`src/rtl/bus_halver_pkg.sv`:
```
// bus_halver shared types: FSM state, width constants and the word bundle.
// Optional beat swap selected by BUS_HALVER_SWAP_EN in bus_halver.
package bus_halver_pkg;

    localparam int OUT_W = 8;
    localparam int IN_W  = 2 * OUT_W;

    typedef enum logic [1:0] {
        IDLE = 2'd0,
        LOW  = 2'd1,
        HIGH = 2'd2
    } state_t;

    typedef struct packed {
        logic            hsync;
        logic            vsync;
        logic            den;
        logic [IN_W-1:0] data;
    } word_t;

    localparam int WORD_W = $bits(word_t);

endpackage

```
`src/rtl/bus_halver_hold.sv`:
```
// One-entry holding register for bus_halver with sticky overflow detect.
// A load while full and not unloading in the same cycle drops the new word.
module bus_halver_hold
    import bus_halver_pkg::*;
#(
    parameter int W = WORD_W
) (
    input  logic         in_clk,
    input  logic         rst_n,
    input  logic         load,
    input  logic         unload,
    input  logic [W-1:0] load_word,
    output logic [W-1:0] word,
    output logic         vld,
    output logic         ovf
);

    always_ff @(posedge in_clk or negedge rst_n) begin
        if (!rst_n) begin
            word <= '0;
            vld  <= 1'b0;
            ovf  <= 1'b0;
        end else if (unload) begin
            // slot frees and refills on the same edge
            vld <= load;
            if (load) word <= load_word;
        end else if (load) begin
            if (vld) begin
                ovf <= 1'b1;
            end else begin
                word <= load_word;
                vld  <= 1'b1;
            end
        end
    end

endmodule

```
`src/rtl/bus_halver.sv`:
```
// 16-bit double-pixel to 8-bit pixel serializer with one-word hold slot.
// Define BUS_HALVER_SWAP_EN to emit in_data[15:8] before in_data[7:0].
module bus_halver
    import bus_halver_pkg::*;
#(
    parameter int OUTPUT_WIDTH = OUT_W,
    localparam int INPUT_WIDTH = 2 * OUTPUT_WIDTH
) (
    input  logic                    in_clk,
    input  logic                    rst_n,
    input  logic                    in_stb,
    input  logic                    in_hsync,
    input  logic                    in_vsync,
    input  logic                    in_den,
    input  logic [INPUT_WIDTH-1:0]  in_data,
    output logic                    out_hsync,
    output logic                    out_vsync,
    output logic                    out_den,
    output logic [OUTPUT_WIDTH-1:0] out_data,
    output logic                    out_busy,
    output logic                    out_ovf
);

`ifdef BUS_HALVER_SWAP_EN
    localparam logic SWAP = 1'b1;
`else
    localparam logic SWAP = 1'b0;
`endif

    state_t state;
    word_t  cur;
    word_t  in_word;
    word_t  pend;
    logic   pend_vld;
    logic   hold_load;
    logic   hold_unload;

    assign in_word = '{
        hsync: in_hsync,
        vsync: in_vsync,
        den:   in_den,
        data:  in_data
    };

    function automatic logic [OUTPUT_WIDTH-1:0] beat(
        input word_t w,
        input logic  second
    );
        logic [OUTPUT_WIDTH-1:0] px;
        if (second ^ SWAP) px = w.data[INPUT_WIDTH-1:OUTPUT_WIDTH];
        else               px = w.data[OUTPUT_WIDTH-1:0];
        return w.den ? px : '0;
    endfunction

    always_comb begin
        hold_load   = 1'b0;
        hold_unload = 1'b0;
        unique case (1'b1)
            state == LOW: begin
                hold_load = in_stb;
            end
            state == HIGH: begin
                hold_unload = pend_vld;
                hold_load   = in_stb && pend_vld;
            end
            default: ;
        endcase
    end

    bus_halver_hold #(
        .W(WORD_W)
    ) u_hold (
        .in_clk    (in_clk),
        .rst_n     (rst_n),
        .load      (hold_load),
        .unload    (hold_unload),
        .load_word (in_word),
        .word      (pend),
        .vld       (pend_vld),
        .ovf       (out_ovf)
    );

    always_ff @(posedge in_clk or negedge rst_n) begin
        if (!rst_n) begin
            state     <= IDLE;
            cur       <= '0;
            out_hsync <= 1'b0;
            out_vsync <= 1'b0;
            out_den   <= 1'b0;
            out_data  <= '0;
            out_busy  <= 1'b0;
        end else begin
            unique case (state)
                IDLE: begin
                    // syncs are levels: keep the last emitted values
                    out_den  <= 1'b0;
                    out_data <= '0;
                    out_busy <= in_stb;
                    if (in_stb) begin
                        cur   <= in_word;
                        state <= LOW;
                    end
                end
                LOW: begin
                    out_hsync <= cur.hsync;
                    out_vsync <= cur.vsync;
                    out_den   <= cur.den;
                    out_data  <= beat(cur, 1'b0);
                    out_busy  <= 1'b1;
                    state     <= HIGH;
                end
                HIGH: begin
                    out_hsync <= cur.hsync;
                    out_vsync <= cur.vsync;
                    out_den   <= cur.den;
                    out_data  <= beat(cur, 1'b1);
                    out_busy  <= pend_vld || in_stb;
                    if (pend_vld) begin
                        cur   <= pend;
                        state <= LOW;
                    end else if (in_stb) begin
                        cur   <= in_word;
                        state <= LOW;
                    end else begin
                        state <= IDLE;
                    end
                end
                default: begin
                    state <= IDLE;
                end
            endcase
        end
    end

endmodule

```
`config.mk`:
```
export PLATFORM = sky130hd
export DESIGN_NAME = bus_halver
export DESIGN_NICKNAME = d
export VERILOG_FILES = /design/src/rtl/bus_halver_pkg.sv /design/src/rtl/bus_halver_hold.sv /design/src/rtl/bus_halver.sv
export SDC_FILE = /design/constraint.sdc
export NUM_CORES = 1
export LEC_CHECK = 0
export ABC_CLOCK_PERIOD_IN_PS = 4100
export CORE_ASPECT_RATIO = 1.4
export CORE_MARGIN = 5
export CORE_UTILIZATION = 30
export DETAILED_ROUTE_END_ITERATION = 8
export PLACE_DENSITY_LB_ADDON = 0.12
export SLEW_MARGIN = 20
export SYNTH_ARGS = -nofsm -noshare
export SYNTH_HDL_FRONTEND = slang
export SYNTH_SLANG_ARGS = --single-unit
```
`constraint.sdc`:
```
create_clock -name in_clk -period 4.1 [get_ports in_clk]
set_clock_uncertainty 0.15 [all_clocks]
set_input_delay 0.82 -clock in_clk [delete_from_list [all_inputs] [get_ports in_clk]]
set_output_delay 0.82 -clock in_clk [all_outputs]
set_load 0.005 [all_outputs]
```
After elaboration in Yosys (flattened, before gate mapping)
Index checks and enable logic that the tools add are counted.
W data, S select, Z words.
{"block": "word_totals", "input_bits": 22, "output_inout_bits": 13, "wordCells": 48, "reg_bits": 54}
{"block": "classes", "bitwise": 1, "mux": 20, "reduce_logical": 10, "n_eq_ne": 4}
{"operator": "$mux W19", "count": 6}
{"operator": "$pmux W19 S2", "count": 1}
{"operator": "$pmux W8 S3", "count": 1}
{"operator": "$mux W8", "count": 2}
{"operator": "$pmux W2 S3", "count": 1}
{"operator": "$reduce_bool A2 Y1", "count": 3}
{"operator": "$mux W1", "count": 5}
{"operator": "$ne A2 B2 Y1 const B", "count": 2}
{"operator": "$pmux W1 S2", "count": 2}
{"operator": "$pmux W1 S3", "count": 1}
{"operator": "$reduce_and A3 Y1", "count": 1}
{"operator": "$reduce_bool A3 Y1", "count": 1}
{"operator": "$eq A2 B1 Y1 const B", "count": 1}
{"operator": "$eq A2 B2 Y1 const B", "count": 1}
{"operator": "$logic_not A2 Y1", "count": 1}
{"operator": "$mux W2", "count": 1}
{"operator": "$reduce_and A2 Y1", "count": 1}
{"operator": "$reduce_or A2 Y1", "count": 1}
{"operator": "$logic_and A1 B1 Y1", "count": 1}
{"operator": "$logic_or A1 B1 Y1", "count": 1}
{"operator": "$not A1 Y1", "count": 1}

Longest topological paths before layout
Gate-level depths: netlist of the first run.
{"block": "logic_depth", "ltp_word": 4, "ltp_mapped": 7, "ltp_nobuf": 5}

Cells and area by module
A second synthesis of the first run with hierarchy kept.
{"block": "hier_totals", "hier_cells": 178, "hier_area_um2": 2391.0}
{"module": "bus_halver", "cells_each": 132, "seq_area_each_um2": 825.8, "n_inst": 1, "area_per_inst_um2": 1554.0}
{"module": "bus_halver_hold", "cells_each": 46, "seq_area_each_um2": 525.5, "n_inst": 1, "area_per_inst_um2": 837.1}

Worst setup path before layout of the first run
Ideal clock, no wire load.
{"block": "synth_timing", "path_kind": "in2reg", "start": "input port in_stb", "end": "register u_hold.word[0]", "t_arrival_ps": 1806, "setup_ps": 125, "path_slack_ps": 2019, "required_ps": 3825, "cell_stages": 5, "n_path_buf": 2, "path_cell_list": "buf_4 nand2_1 a21oi_4 buf_8 mux2_4"}
{"block": "synth_between", "elab_chain_len": 3}
{"element": "start, declared", "line_no": "bus_halver.sv:11", "rtl": "input logic in_stb,"}
{"element": "$logic_and A1 B1 Y1", "line_no": "bus_halver.sv:64", "rtl": "hold_load = in_stb && pend_vld;"}
{"element": "$pmux W1 S2 (*)", "line_no": "bus_halver.sv:58", "rtl": "unique case (1'b1)"}
{"element": "$reduce_and A2 Y1 (no line) (*)"}
{"element": "end signal, assigned", "line_no": "bus_halver_hold.sv:26", "rtl": "if (load) word <= load_word;"}
{"element": "end signal, assigned", "line_no": "bus_halver_hold.sv:31", "rtl": "word <= load_word;"}
{"element": "end, declared", "line_no": "bus_halver_hold.sv:13", "rtl": "output logic [W-1:0] word,"}
Every way passes the cells marked *; elsewhere a longest branch is shown, timed or not.
A chain may end at the register's enable or synchronous reset.

Worst setup path in the final report of the first run
{"block": "layout_timing", "start": "input port in_stb", "end": "register u_hold.word[16]"}
The elaborated chain is that of the path after synthesis.

==> flow_metrics.tcl, run 1 <==
set metrics [dict create \
    status "completed" \
    crit_fanout 19 \
    crit_type "input port to flip-flop" \
    io_buffers 34 \
    cts_root_buf "clkbuf_8" \
    startpoint_type "input port" \
    row_count 38 \
    timing.hold.ws_ps 332 \
    relSlewSlack_pct 38.4 \
    end_kind "flip-flop" \
    cts_buffers 5 \
    synthArstFlopShare_pct 100 \
    post_dp_cell_area_um2 2780 \
    layout_min_cycle_time_ps 2680 \
    dpl.hpwl_um 3590 \
    wl_per_cell_um 15.6 \
    timing.rr.end "u_hold.word[16]" \
    vias 1672 \
    cts_resized 0 \
    die-width_um 85.2 \
    post-place-cells 341 \
    pwr_density_cell_nw_per_um2 680 \
    clock_sinks 54 \
    cts_tree "built" \
    p_total_w 0.00195 \
    layout_worst_path_cycle_share_pct 65.4 \
    peakVddDrop_mv 0.216 \
    required_ps 4150 \
    gp_congestion 0.676 \
    areaGrowthSynthToFinish_pct 20.8 \
    fillerInstances 800 \
    clock_path_buffers 2 \
    postRouteAntennaNets 0 \
    synth_edf_count 0 \
    syn-cell-area_um2 2370 \
    start_util_pct 30.6 \
    clk_pin_slew_ps 90 \
    vias_per_cell 4.79 \
    fin_area_um2 2870 \
    cp.arrival_ps 2730 \
    die_area_um2 9810 \
    layout-drive-gt1-share_pct 13.7 \
    ys_seq_elements 54 \
    critical_path.endpoint "u_hold.word[16]" \
    r2r_cells 5 \
    grt.total_usage_pct 11.9 \
    grt.overflow.total 0 \
    finalHoldViolations 0 \
    post_cts_buffers 0 \
    slowest_stage "clkdlybuf4s50_1" \
    antenna_found_initial 0 \
    leakage_nw 1.24 \
    crit_start "in_stb" \
    r2r-start "state[1]" \
    setup_viol 0 \
    cts_hold_buf 0 \
    cap_viol_max_count 0 \
    worstMarginPinSlew_ps 923 \
    num_io_pins 35 \
    worst_path_largest_cell_delay_ps 690 \
    syn_inst 218 \
    stdcell_count 349 \
    wl_um 5460 \
    firstDrtPassIters 4 \
    grt_max_degree 39 \
    fmax_mhz 373 \
    finalMaxSlewViolations 0 \
    whs_path_depth 1 \
    grt_pass1_vias 1696 \
    diodes 0 \
    htreeDepth 2 \
    clock_latency_ps 320 \
    rsz0062_at_grt "false" \
    drc 0 \
    hold_path_class "flip-flop to flip-flop" \
    final_net_count 274 \
    rrSetupSlack_ps 1500 \
    synth_cell_type_count 28 \
    fp.coreArea_um2 7750 \
    yosysWarnings 0 \
    ys.flop_type "dfrtp_1" \
    drt_iter0_markers 39 \
    crit_chain "clkdlybuf4s50_1 > nand2_1 > a21oi_4 > mux2_2" \
    fp.dieH_um 115 \
    avgSynthCellArea_um2 10.9 \
    grt_pass1_wl_um 8960 \
    tns_ps 0 \
    synth_nets 244 \
    ys_seq_area_share_pct 57.0 \
]
## sequential cells by signal, summed over array words and instances (netlist names)
register	cells
out_hsync	1
out_den	1
cur	19
out_vsync	1
u_hold.word	19
out_data	8
u_hold.ovf	1
out_busy	1
u_hold.vld	1
state	2
## layout by cell type, fill, tap and decap left out, types with 2 or more instances in the layout
cell | synthesis | layout
clkbuf_8 | 0 | 5
buf_4 | 2 | 2
dfrtp_1 | 54 | 54
clkdlybuf4s50_1 | 0 | 33
nor2_1 | 20 | 20
a31oi_1 | 20 | 20
mux2_4 | 10 | 10
ha_1 | 4 | 4
inv_1 | 4 | 4
a21o_1 | 2 | 2
o21ai_0 | 10 | 10
nand2_1 | 50 | 50
mux2_2 | 11 | 11
a22oi_1 | 8 | 8
## where the power goes
group	internal [W]	total (W)	leakage, nW	switching [W]
clock	0.000121	0.000305	0.0441	0.000184
combinational	0.000379	0.000737	0.528	0.000358
sequential	0.000773	0.000906	0.672	0.000133
total	0.00127	0.00195	1.24	0.000676
## synthesized netlist by cell type (all sizes together), types with 2 or more instances
cell	count	area share, %
inv	4	0.63
clkbuf	4	0.63
a21o	2	0.63
a22oi	8	2.5
ha	4	2.1
a21oi	2	0.90
buf	9	2.4
dfrtp	54	57
nand2	50	7.9
o21ai	11	2.5
a31oi	20	5.3
mux2	21	12
nor2	20	3.2
## stage by stage
stage                     utilization [%]  setup slack, ps
after global placement               35.8             1080
after global routing                 37.0             1300
after floorplan                         -             2020
final                                37.0             1420
after CTS                            37.0             1400
after detailed placement             35.8             1040
## layer usage
metal | part of all wire [%] | wire length (um) | track usage [%] | vias up
met5 | 0 | 0 | 0 | -
met4 | 1.5 | 80 | 3.80 | 0
met3 | 3.0 | 163 | 2.72 | 5
li1 | - | - | - | 806
met2 | 52 | 2850 | 20.9 | 24
met1 | 43 | 2360 | 14.3 | 837
## cell families (layout without fill, tap and decap cells)
| kind of cell | after synthesis | count (layout) | share of synthesized area, % |
|---|---|---|---|
| AOI/OAI and AO/OA | 47 | 47 | 13.1 |
| adders and majority gates | 4 | 4 | 2.11 |
| buffers and inverters | 17 | 48 | 3.69 |
| DFF | 54 | 54 | 57.0 |
| muxes | 22 | 22 | 12.0 |
| and+or+nand+nor | 74 | 74 | 12.1 |
## layout make-up
| class | instances | area [um^2] | area share [%] |
|---|---|---|---|
| Inverter | 4 | 15.0 | 0.524 |
| Timing Repair Buffer | 36 | 350 | 12.2 |
| Clock inverter | 3 | 21.3 | 0.742 |
| Sequential cell | 54 | 1350 | 47.2 |
| Tap cell | 100 | 125 | 4.37 |
| Multi-Input combinational cell | 147 | 933 | 32.6 |
| Clock buffer | 5 | 68.8 | 2.40 |
## worst min path at each step
stage               slack [ps]  startpoint         end
floorplan                  320  u_hold.ovf  u_hold.ovf
global placement           310    out_busy    out_busy
detailed placement         310  u_hold.ovf  u_hold.ovf
CTS                        340  u_hold.ovf  u_hold.ovf
global route               350  u_hold.ovf  u_hold.ovf
finish                     330  u_hold.ovf  u_hold.ovf
## critical path, delay by kind of cell
| family | cells | cell delay [ps] |
|---|---|---|
| AND/OR/NAND/NOR | 1 | 170 |
| buffers and inverters | 1 | 690 |
| multiplexers | 1 | 410 |
| AO/OA/AOI/OAI | 1 | 640 |
Power figures use the tool's default switching activity.
==> run 2: changes to the inputs <==
- ABC_CLOCK_PERIOD_IN_PS: 4100 -> 2500
- clock period: 4.1 -> 2.5 ns (I/O delays scaled with it)
==> run 2 against run 1 <==
Net effect:
- die area did not move
- flip-flop and latch count did not move
- first-iteration DRC count rose to 2.5 times the previous value
- critical path depth rose by 2
- clock-buffer cell count rose by 1
- wire length fell by 2.5%
- power rose by 73%
- critical path type is now flip-flop to flip-flop
- critical endpoint is now u_hold.word[14]
- highest routed layer unchanged
==> flow_metrics.tcl, run 2 (synthesized netlist as in run 1, its figures left out) <==
set metrics [dict create \
    status "completed" \
    fp.dieH_um 115 \
    drt_iter0_markers 98 \
    clk_pin_slew_ps 90 \
    wl_um 5320 \
    post_cts_buffers 0 \
    firstDrtPassIters 4 \
    areaGrowthSynthToFinish_pct 26.1 \
    grt.total_usage_pct 12.0 \
    layout_min_cycle_time_ps 2040 \
    cts_buffers 5 \
    antenna_found_initial 0 \
    crit_type "flip-flop to flip-flop" \
    pwr_density_cell_nw_per_um2 1130 \
    leakage_nw 1.31 \
    htreeDepth 2 \
    crit_fanout 19 \
    startpoint_type "flip-flop" \
    grt.overflow.total 0 \
    grt.busiest_layer "met2" \
    setup_viol 0 \
    finalWorstSetupSlack_ps 462 \
    relSlewSlack_pct 71.1 \
    die_area_um2 9810 \
    grt_use_met1_pct 14.7 \
    utilization_pct 38.6 \
    layout_common_cells "dfrtp_1 (54), nand2_1 (50), clkdlybuf4s50_1 (33), nor2_1 (20), a31oi_1 (20)" \
    end_kind "flip-flop" \
    clock_latency_ps 300 \
    dpl.hpwl_um 3780 \
    start_util_pct 30.6 \
    tns_ps 0 \
    io_buffers 34 \
    grt_pass1_wl_um 9240 \
    fp.coreArea_um2 7750 \
    postRouteAntennaNets 0 \
    vias 1702 \
    post_dp_cell_area_um2 2870 \
    layout_worst_path_cycle_share_pct 81.5 \
    cap_viol_max_count 0 \
    drc 0 \
    hold_path_class "flip-flop to flip-flop" \
    clock_path_buffers 2 \
    fillerInstances 781 \
    fin_area_um2 2990 \
    cts_root_buf "clkbuf_8" \
    diodes 0 \
    layout-drive-gt1-share_pct 16.3 \
    fmax_mhz 491 \
    finalHoldViolations 0 \
    largestRegisters "cur: 19 flops, u_hold.word: 19 flops, out_data: 8 flops" \
    grt_max_degree 39 \
    worstMarginPinSlew_ps 433 \
    vias_per_cell 4.75 \
    finalMaxSlewViolations 0 \
    clock_sinks 54 \
    required_ps 2550 \
    gr-usage-met2_pct 21.2 \
    peakVddDrop_mv 0.330 \
    p_total_w 0.00337 \
    rrSetupSlack_ps 460 \
    num_io_pins 35 \
    die-width_um 85.2 \
    gp_congestion 0.741 \
    gr-usage-met3_pct 2.08 \
    final_net_count 284 \
    final_common_cell "dfrtp_1" \
    cts_tree "built" \
    grt_pass1_vias 1800 \
    row_count 38 \
    place_ws_ps 277 \
    cp.arrival_ps 2090 \
    wl_per_cell_um 14.9 \
    rsz0062_at_grt "false" \
]
-- run 2: layout make-up --
| type | instances | area [um^2] | area share [%] |
|---|---|---|---|
| clock buffer | 6 | 82.6 | 2.76 |
| clock inverter | 1 | 30.0 | 1.00 |
| inverter | 4 | 15.0 | 0.502 |
| multi-input combinational | 147 | 933 | 31.2 |
| sequential | 54 | 1350 | 45.2 |
| tap | 100 | 125 | 4.18 |
| timing repair buffer | 46 | 453 | 15.1 |
-- run 2: routing by layer --
metal,vias to the layer above,part of all wire [%]
li1,830,-
met5,-,0
met1,847,44
met3,5,2.5
met4,0,1.5
met2,20,52
-- run 2: timing repair --
item                      4_1_cts  5_1_grt
hold endpoints to repair       17        0
hold buffers                    1        0
resized for setup               0        0
-- run 2: worst paths after layout --
kind                            depth (start not counted)         endpoint  startpoint
max in group asynchronous                               3      out_data[7]       rst_n
min in group asynchronous                               2   u_hold.word[2]       rst_n
worst min register to register                          1       u_hold.ovf  u_hold.ovf
worst max register to register                          6  u_hold.word[14]    state[0]
worst max-delay path                                    6  u_hold.word[14]    state[0]
worst min-delay path                                    1       u_hold.ovf  u_hold.ovf
-- run 2: metrics by stage --
stage	cells	hold slack (ps)
CTS	358	340
global placement	350	310
finish	358	331
global route	358	376
floorplan	218	54.4
detailed placement	350	319
-- run 2: where the power goes --
part	total (W)	switching [W]	internal [W]
registers	0.00149	0.000222	0.00127
logic	0.00128	0.000590	0.000690
clock network	0.000601	0.000280	0.000321
-- run 2: critical path: stages, from the launching register on --
cell,delay [ps]
dfrtp_1,390
inv_1,90
ha_1,450
nand2_1,160
a21oi_4,150
buf_12,190
mux2_2,340
